--- config.mk ---
export PLATFORM = sky130hd
export DESIGN_NAME = id_ex_stage
export DESIGN_NICKNAME = d
export VERILOG_FILES = /design/src/rtl/mips_lite_pkg.sv /design/src/rtl/immed_extend.sv /design/src/rtl/id_ex_stage.sv
export SDC_FILE = /design/constraint.sdc
export NUM_CORES = 1
export LEC_CHECK = 0
export ABC_CLOCK_PERIOD_IN_PS = 1900
export BUFFER_PORTS_ARGS = -buffer_cell sky130_fd_sc_hd__buf_4
export CAP_MARGIN = 15
export CORE_ASPECT_RATIO = 1.4
export CORE_UTILIZATION = 42
export DETAILED_ROUTE_END_ITERATION = 10
export GPL_ROUTABILITY_DRIVEN = 0
export PLACE_DENSITY_LB_ADDON = 0.2
export SKIP_CTS_REPAIR_TIMING = 1
export SKIP_LAST_GASP = 1
export SLEW_MARGIN = 20
export SYNTH_ARGS = -nofsm -noshare
export SYNTH_HDL_FRONTEND = slang
export SYNTH_SLANG_ARGS = --single-unit
export TNS_END_PERCENT = 20
--- constraint.sdc ---
create_clock -name clk -period 1.9 [get_ports clk]
set_clock_uncertainty 0.05 [all_clocks]
set_input_delay 0.19 -clock clk [delete_from_list [all_inputs] [get_ports clk]]
set_output_delay 0.19 -clock clk [all_outputs]
set_load 0.05 [all_outputs]
--- src/rtl/mips_lite_pkg.sv ---
// Shared opcode/ALU encodings and the ID/EX control bundle for the MIPS-lite core.
package mips_lite_pkg;

  localparam logic [5:0] OP_RTYPE = 6'h00;
  localparam logic [5:0] OP_J     = 6'h02;
  localparam logic [5:0] OP_BEQ   = 6'h04;
  localparam logic [5:0] OP_ADDI  = 6'h08;
  localparam logic [5:0] OP_ANDI  = 6'h0C;
  localparam logic [5:0] OP_ORI   = 6'h0D;
  localparam logic [5:0] OP_LW    = 6'h23;
  localparam logic [5:0] OP_SW    = 6'h2B;

  localparam logic [2:0] ALU_ADD   = 3'd0;
  localparam logic [2:0] ALU_SUB   = 3'd1;
  localparam logic [2:0] ALU_AND   = 3'd2;
  localparam logic [2:0] ALU_OR    = 3'd3;
  localparam logic [2:0] ALU_SLT   = 3'd4;
  localparam logic [2:0] ALU_FUNCT = 3'd7;

  typedef struct packed {
    logic       reg_write;
    logic       mem_read;
    logic       mem_write;
    logic       branch;
    logic       jump;
    logic       alu_src;
    logic       reg_dst;
    logic       mem_to_reg;
    logic       illegal;
    logic [2:0] alu_op;
  } id_ex_ctrl_t;

  localparam id_ex_ctrl_t BUBBLE = '0;

endpackage

--- src/rtl/immed_extend.sv ---
// 16-to-32-bit immediate extender: zero-extends when zero_sel is set, else sign-extends.
module immed_extend (
  input  logic [15:0] immed_in,
  input  logic        zero_sel,
  output logic [31:0] immed_out
);

  assign immed_out = zero_sel ? {16'h0000, immed_in} : {{16{immed_in[15]}}, immed_in};

endmodule

--- src/rtl/id_ex_stage.sv ---
// Decode stage plus ID/EX pipeline register with load-use stall, flush and hold.
// Optional ZERO_EXT_LOGICAL_EN: andi/ori zero-extend their immediate.
module id_ex_stage
  import mips_lite_pkg::*;
(
  input  logic        clk,
  input  logic        rst,
  input  logic        if_valid,
  input  logic [31:0] instr,
  input  logic [31:0] pc_plus4,
  input  logic [31:0] rs_data,
  input  logic [31:0] rt_data,
  input  logic        flush,
  input  logic        hold,
  output logic [4:0]  rs_addr,
  output logic [4:0]  rt_addr,
  output logic        stall_out,
  output logic        ex_valid,
  output logic [31:0] ex_pc_plus4,
  output logic [31:0] ex_rs_data,
  output logic [31:0] ex_rt_data,
  output logic [31:0] ex_immed,
  output logic [4:0]  ex_rs,
  output logic [4:0]  ex_rt,
  output logic [4:0]  ex_rd,
  output logic        ex_reg_write,
  output logic        ex_mem_read,
  output logic        ex_mem_write,
  output logic        ex_branch,
  output logic        ex_jump,
  output logic        ex_alu_src,
  output logic        ex_reg_dst,
  output logic        ex_mem_to_reg,
  output logic        ex_illegal,
  output logic [2:0]  ex_alu_op
);

  logic [5:0]  opcode;
  id_ex_ctrl_t dec_ctrl;
  id_ex_ctrl_t ctrl_q;
  logic        uses_rt;
  logic        zero_sel;
  logic        hazard;
  logic [31:0] dec_immed;

  assign opcode  = instr[31:26];
  assign rs_addr = instr[25:21];
  assign rt_addr = instr[20:16];

  // NOTE: every always_comb output gets a default first so no path leaves it unassigned (no latch).
  always_comb begin
    dec_ctrl = BUBBLE;
    uses_rt  = 1'b0;
    case (opcode)
      OP_RTYPE: begin
        dec_ctrl.reg_dst   = 1'b1;
        dec_ctrl.reg_write = 1'b1;
        dec_ctrl.alu_op    = ALU_FUNCT;
        uses_rt            = 1'b1;
      end
      OP_J:    dec_ctrl.jump = 1'b1;
      OP_BEQ: begin
        dec_ctrl.branch = 1'b1;
        dec_ctrl.alu_op = ALU_SUB;
        uses_rt         = 1'b1;
      end
      OP_ADDI, OP_ANDI, OP_ORI: begin
        dec_ctrl.alu_src   = 1'b1;
        dec_ctrl.reg_write = 1'b1;
        dec_ctrl.alu_op    = (opcode == OP_ANDI) ? ALU_AND :
                             (opcode == OP_ORI)  ? ALU_OR  : ALU_ADD;
      end
      OP_LW: begin
        dec_ctrl.alu_src    = 1'b1;
        dec_ctrl.mem_read   = 1'b1;
        dec_ctrl.mem_to_reg = 1'b1;
        dec_ctrl.reg_write  = 1'b1;
        dec_ctrl.alu_op     = ALU_ADD;
      end
      OP_SW: begin
        dec_ctrl.alu_src   = 1'b1;
        dec_ctrl.mem_write = 1'b1;
        dec_ctrl.alu_op    = ALU_ADD;
        uses_rt            = 1'b1;
      end
      default: dec_ctrl.illegal = 1'b1;
    endcase
  end

`ifdef ZERO_EXT_LOGICAL_EN
  assign zero_sel = (opcode == OP_ANDI) || (opcode == OP_ORI);
`else
  assign zero_sel = 1'b0;
`endif

  immed_extend u_immed_extend (
    .immed_in  (instr[15:0]),
    .zero_sel  (zero_sel),
    .immed_out (dec_immed)
  );

  // A load in EX cannot forward to the instruction now in ID; $0 reads never depend on it.
  assign hazard = ex_valid && ctrl_q.mem_read && (ex_rt != 5'd0) && if_valid &&
                  ((ex_rt == rs_addr) || (uses_rt && (ex_rt == rt_addr)));

  assign stall_out = hold | (hazard & ~flush);

  // NOTE: sequential state uses non-blocking assignments so every register samples pre-edge values.
  always_ff @(posedge clk) begin
    if (rst) begin
      ex_valid    <= 1'b0;
      ctrl_q      <= BUBBLE;
      ex_pc_plus4 <= '0;
      ex_rs_data  <= '0;
      ex_rt_data  <= '0;
      ex_immed    <= '0;
      ex_rs       <= '0;
      ex_rt       <= '0;
      ex_rd       <= '0;
    end else if (flush) begin
      ex_valid <= 1'b0;
      ctrl_q   <= BUBBLE;
    end else if (hold) begin
      ex_valid <= ex_valid;
    end else if (hazard) begin
      ex_valid <= 1'b0;
      ctrl_q   <= BUBBLE;
    end else begin
      ex_valid    <= if_valid;
      ctrl_q      <= if_valid ? dec_ctrl : BUBBLE;
      ex_pc_plus4 <= pc_plus4;
      ex_rs_data  <= rs_data;
      ex_rt_data  <= rt_data;
      ex_immed    <= dec_immed;
      ex_rs       <= instr[25:21];
      ex_rt       <= instr[20:16];
      ex_rd       <= instr[15:11];
    end
  end

  assign ex_reg_write  = ctrl_q.reg_write;
  assign ex_mem_read   = ctrl_q.mem_read;
  assign ex_mem_write  = ctrl_q.mem_write;
  assign ex_branch     = ctrl_q.branch;
  assign ex_jump       = ctrl_q.jump;
  assign ex_alu_src    = ctrl_q.alu_src;
  assign ex_reg_dst    = ctrl_q.reg_dst;
  assign ex_mem_to_reg = ctrl_q.mem_to_reg;
  assign ex_illegal    = ctrl_q.illegal;
  assign ex_alu_op     = ctrl_q.alu_op;

endmodule

==> run_results.csv <==
group,metric,value,unit
timing,rsz0062_at_grt,"yes",
timing,hold_viol,4,
finish,num_antenna_cells,0,
run_status,failed_checks,"hold timing, setup timing",
worst_setup_path,reg2reg_slack,-0.50,ns
die,initial_core_util,43.4,%
timing,fin_setup_tns,-53.07,ns
worst_setup_path,cp_cell_sequence,"or4_1, o21ai_2, buf_4, nor4b_4, nor4_4, buf_4, buf_12, buf_12, mux2i_1",
global_route,grt_pass1_vias,5205,
cts,cts-buffers-inserted,17,
worst_setup_path,worstPathArrival,2.67,ns
synthesis,ys_ff_latch,133,
synthesis,yosys_most_used_dff,"dfxtp_1",
finish,drive_above_1_share,40.6,%
die,die_h,147,um
global_route,grt_use_total,20.7,%
finish,area_delta_synth_final,51.2,%
cts,clkSinkCount,133,
worst_setup_path,crit_end,"ex_rs_data[28]",
place,dpl.hpwl,12.1,mm
detailed_routing,via_count,5342,
pwr,power,8.04,mW
cts,clkSlewWorstSetupHoldPaths,0.06,ns
worst_setup_path,r2r-start,"ex_rt[0]",
worst_setup_path,max_stage_delay,0.54,ns
synthesis,syn_area,6330,um^2
cts,clock_latency,0.41,ns
cts,clockBufferDepth,2,
synthesis,avgSynthCellArea,10.0,um^2
cts,htree_levels,4,
synthesis,synth_nets,765,
timing,report.final.setup_viol,134,
detailed_routing,drt_iter0_drc,198,
detailed_routing,drc,0,
cts,cts_tree,"built",
synthesis,synth_cell_types,31,
global_route,overflow,0,
run,cap_violations,0,
timing,worst_slack,-0.496,ns
timing,period_share,126,%
global_route,grt_pass1_wl,25.5,mm
die,rows,52,
run_status,status,"finished, violations left",
worst_setup_path,critical_path.reg2reg.endpoint,"ex_rs_data[28]",
cts,cts_root_buffer,"clkbuf_16",
detailed_routing,avgRoutedWirePerCell,15.0,um
timing,max_slew_margin,52.5,%
timing,fmaxAchievable,0.417,GHz
die,die-area,15600,um^2
place,preCtsSetupSlack,-0.311,ns
finish,mostFrequentLayoutCells,"buf_4, nand2b_1, dfxtp_1",
timing,worst_pin_slew,0.712,ns
die,core-area,14600,um^2
hold_path,hp-class,"input pin to register",
detailed_routing,drtPass1Iterations,4,
synthesis,synth_edf_count,0,
worst_setup_path,cp_max_fo,20,
timing,holdWs,-0.00140,ns
worst_setup_path,endpoint_kind,"register",
pwr,ir_drop,0.000462,V
global_route,grt_max_degree,246,
pwr,p_leak,4.30,nW
die,die_x,106,um
worst_setup_path,crit_start,"ex_rt[0]",
synthesis,synth-seq-area-share,42.1,%
timing,maxSlewViolCount,0,
worst_setup_path,slowest_stage,"or4_1",
detailed_routing,drt_wl_total,16.9,mm
finish,num-nets-final,1056,
worst_setup_path,criticalPathCategory,"register to register",
worst_setup_path,r2r_cells,9,
die,ios,300,
detailed_routing,final_antenna_net_count,0,
global_route,antenna_found_initial,0,
synthesis,synthArstFlopShare,0,%
finish,fin_cells,1124,
worst_setup_path,required,2.17,ns
synthesis,netlist_instances,632,
place,port_buffers,299,
pwr,power.density,841,nW/um^2
place,place_inst,1070,
worst_setup_path,worstSetupStartpointType,"register",
synthesis,ys_warn_count,0,
detailed_routing,viasPerCell,4.75,
finish,layout_commonest_cell,"buf_4",
timing,period_minus_slack,2.40,ns
layer usage:
metal  wire, um  part of all wire (%)  vias to the layer above  global-route usage (%)
met3       1290                   7.7                       25                    6.43
met1       6340                    38                     2491                    21.9
met2       8940                    53                      200                    37.5
met5          0                     0                        -                       0
li1           -                     -                     2626                       -
met4        309                   1.8                        0                    8.96
where the power goes:
part	internal (mW)	switching, mW	leakage, nW	total [mW]
sequential	2.93	0.0806	1.09	3.01
clock	2.11	1.23	0.289	3.34
combinational	0.713	0.987	2.92	1.70
synth_stat cells, types with 3 or more instances:
cell type	count	share of area, %
xor2_1	3	0.42
clkbuf_1	30	1.8
nor2_1	4	0.24
dfxtp_1	133	42
a32o_1	6	0.95
a21o_1	3	0.36
buf_2	4	0.32
nand3_1	3	0.24
buf_6	8	1.4
mux2i_1	122	19
a22o_1	4	0.55
buf_4	34	4.0
nand2b_1	246	24
xnor2_1	7	0.97
per-stage QoR:
stage	cell area, um^2	utilization, %
2_1_floorplan	6370	-
3_3_place_gp	8650	59.3
3_5_place_dp	8650	59.3
4_1_cts	9260	63.5
5_1_grt	9570	65.6
6_report	9570	65.6
logic make-up after synthesis:
logic type / count (synthesis) / synth area share, %
AND/OR/NAND/NOR: 271 / 27.2
flip-flops: 133 / 42.1
multiplexers: 122 / 19.3
buffers and inverters: 76 / 7.56
AO/OA/AOI/OAI: 20 / 2.49
XOR/XNOR: 10 / 1.38
sequential cells by signal, indices dropped and copies added, names as in the netlist, 2 cells and up:
register / flops
ex_rs_data: 32
ex_alu_op: 2
ex_rt: 5
ex_immed: 16
ex_pc_plus4: 32
ex_rt_data: 32
ex_rs: 5
critical path: cells and delay by family (launching register included):
| family | cells | cell delay, ns |
|---|---|---|
| mux | 1 | 0.25 |
| buf+inv | 4 | 0.66 |
| compound gates | 1 | 0.19 |
| flops | 1 | 0.34 |
| simple gates | 3 | 0.79 |
worst min-delay path by stage:
stage               cells after the start         endpoint         start
floorplan                               2         ex_rt[0]     instr[16]
global placement                        1         ex_valid      ex_valid
detailed placement                      1         ex_valid      ex_valid
CTS                                     3  ex_pc_plus4[13]  pc_plus4[13]
global route                            3  ex_pc_plus4[21]  pc_plus4[21]
finish                                  3   ex_rt_data[14]   rt_data[14]
layout make-up:
class | count | area [um^2]
Clock buffer | 21 | 492
Tap cell | 189 | 236
Timing Repair Buffer | 348 | 2820
Sequential cell | 133 | 2680
Multi-Input combinational cell | 423 | 3220
Clock inverter | 10 | 121
Fill cell | 1149 | 5010
Note: power is estimated with default switching activity, not from simulation.
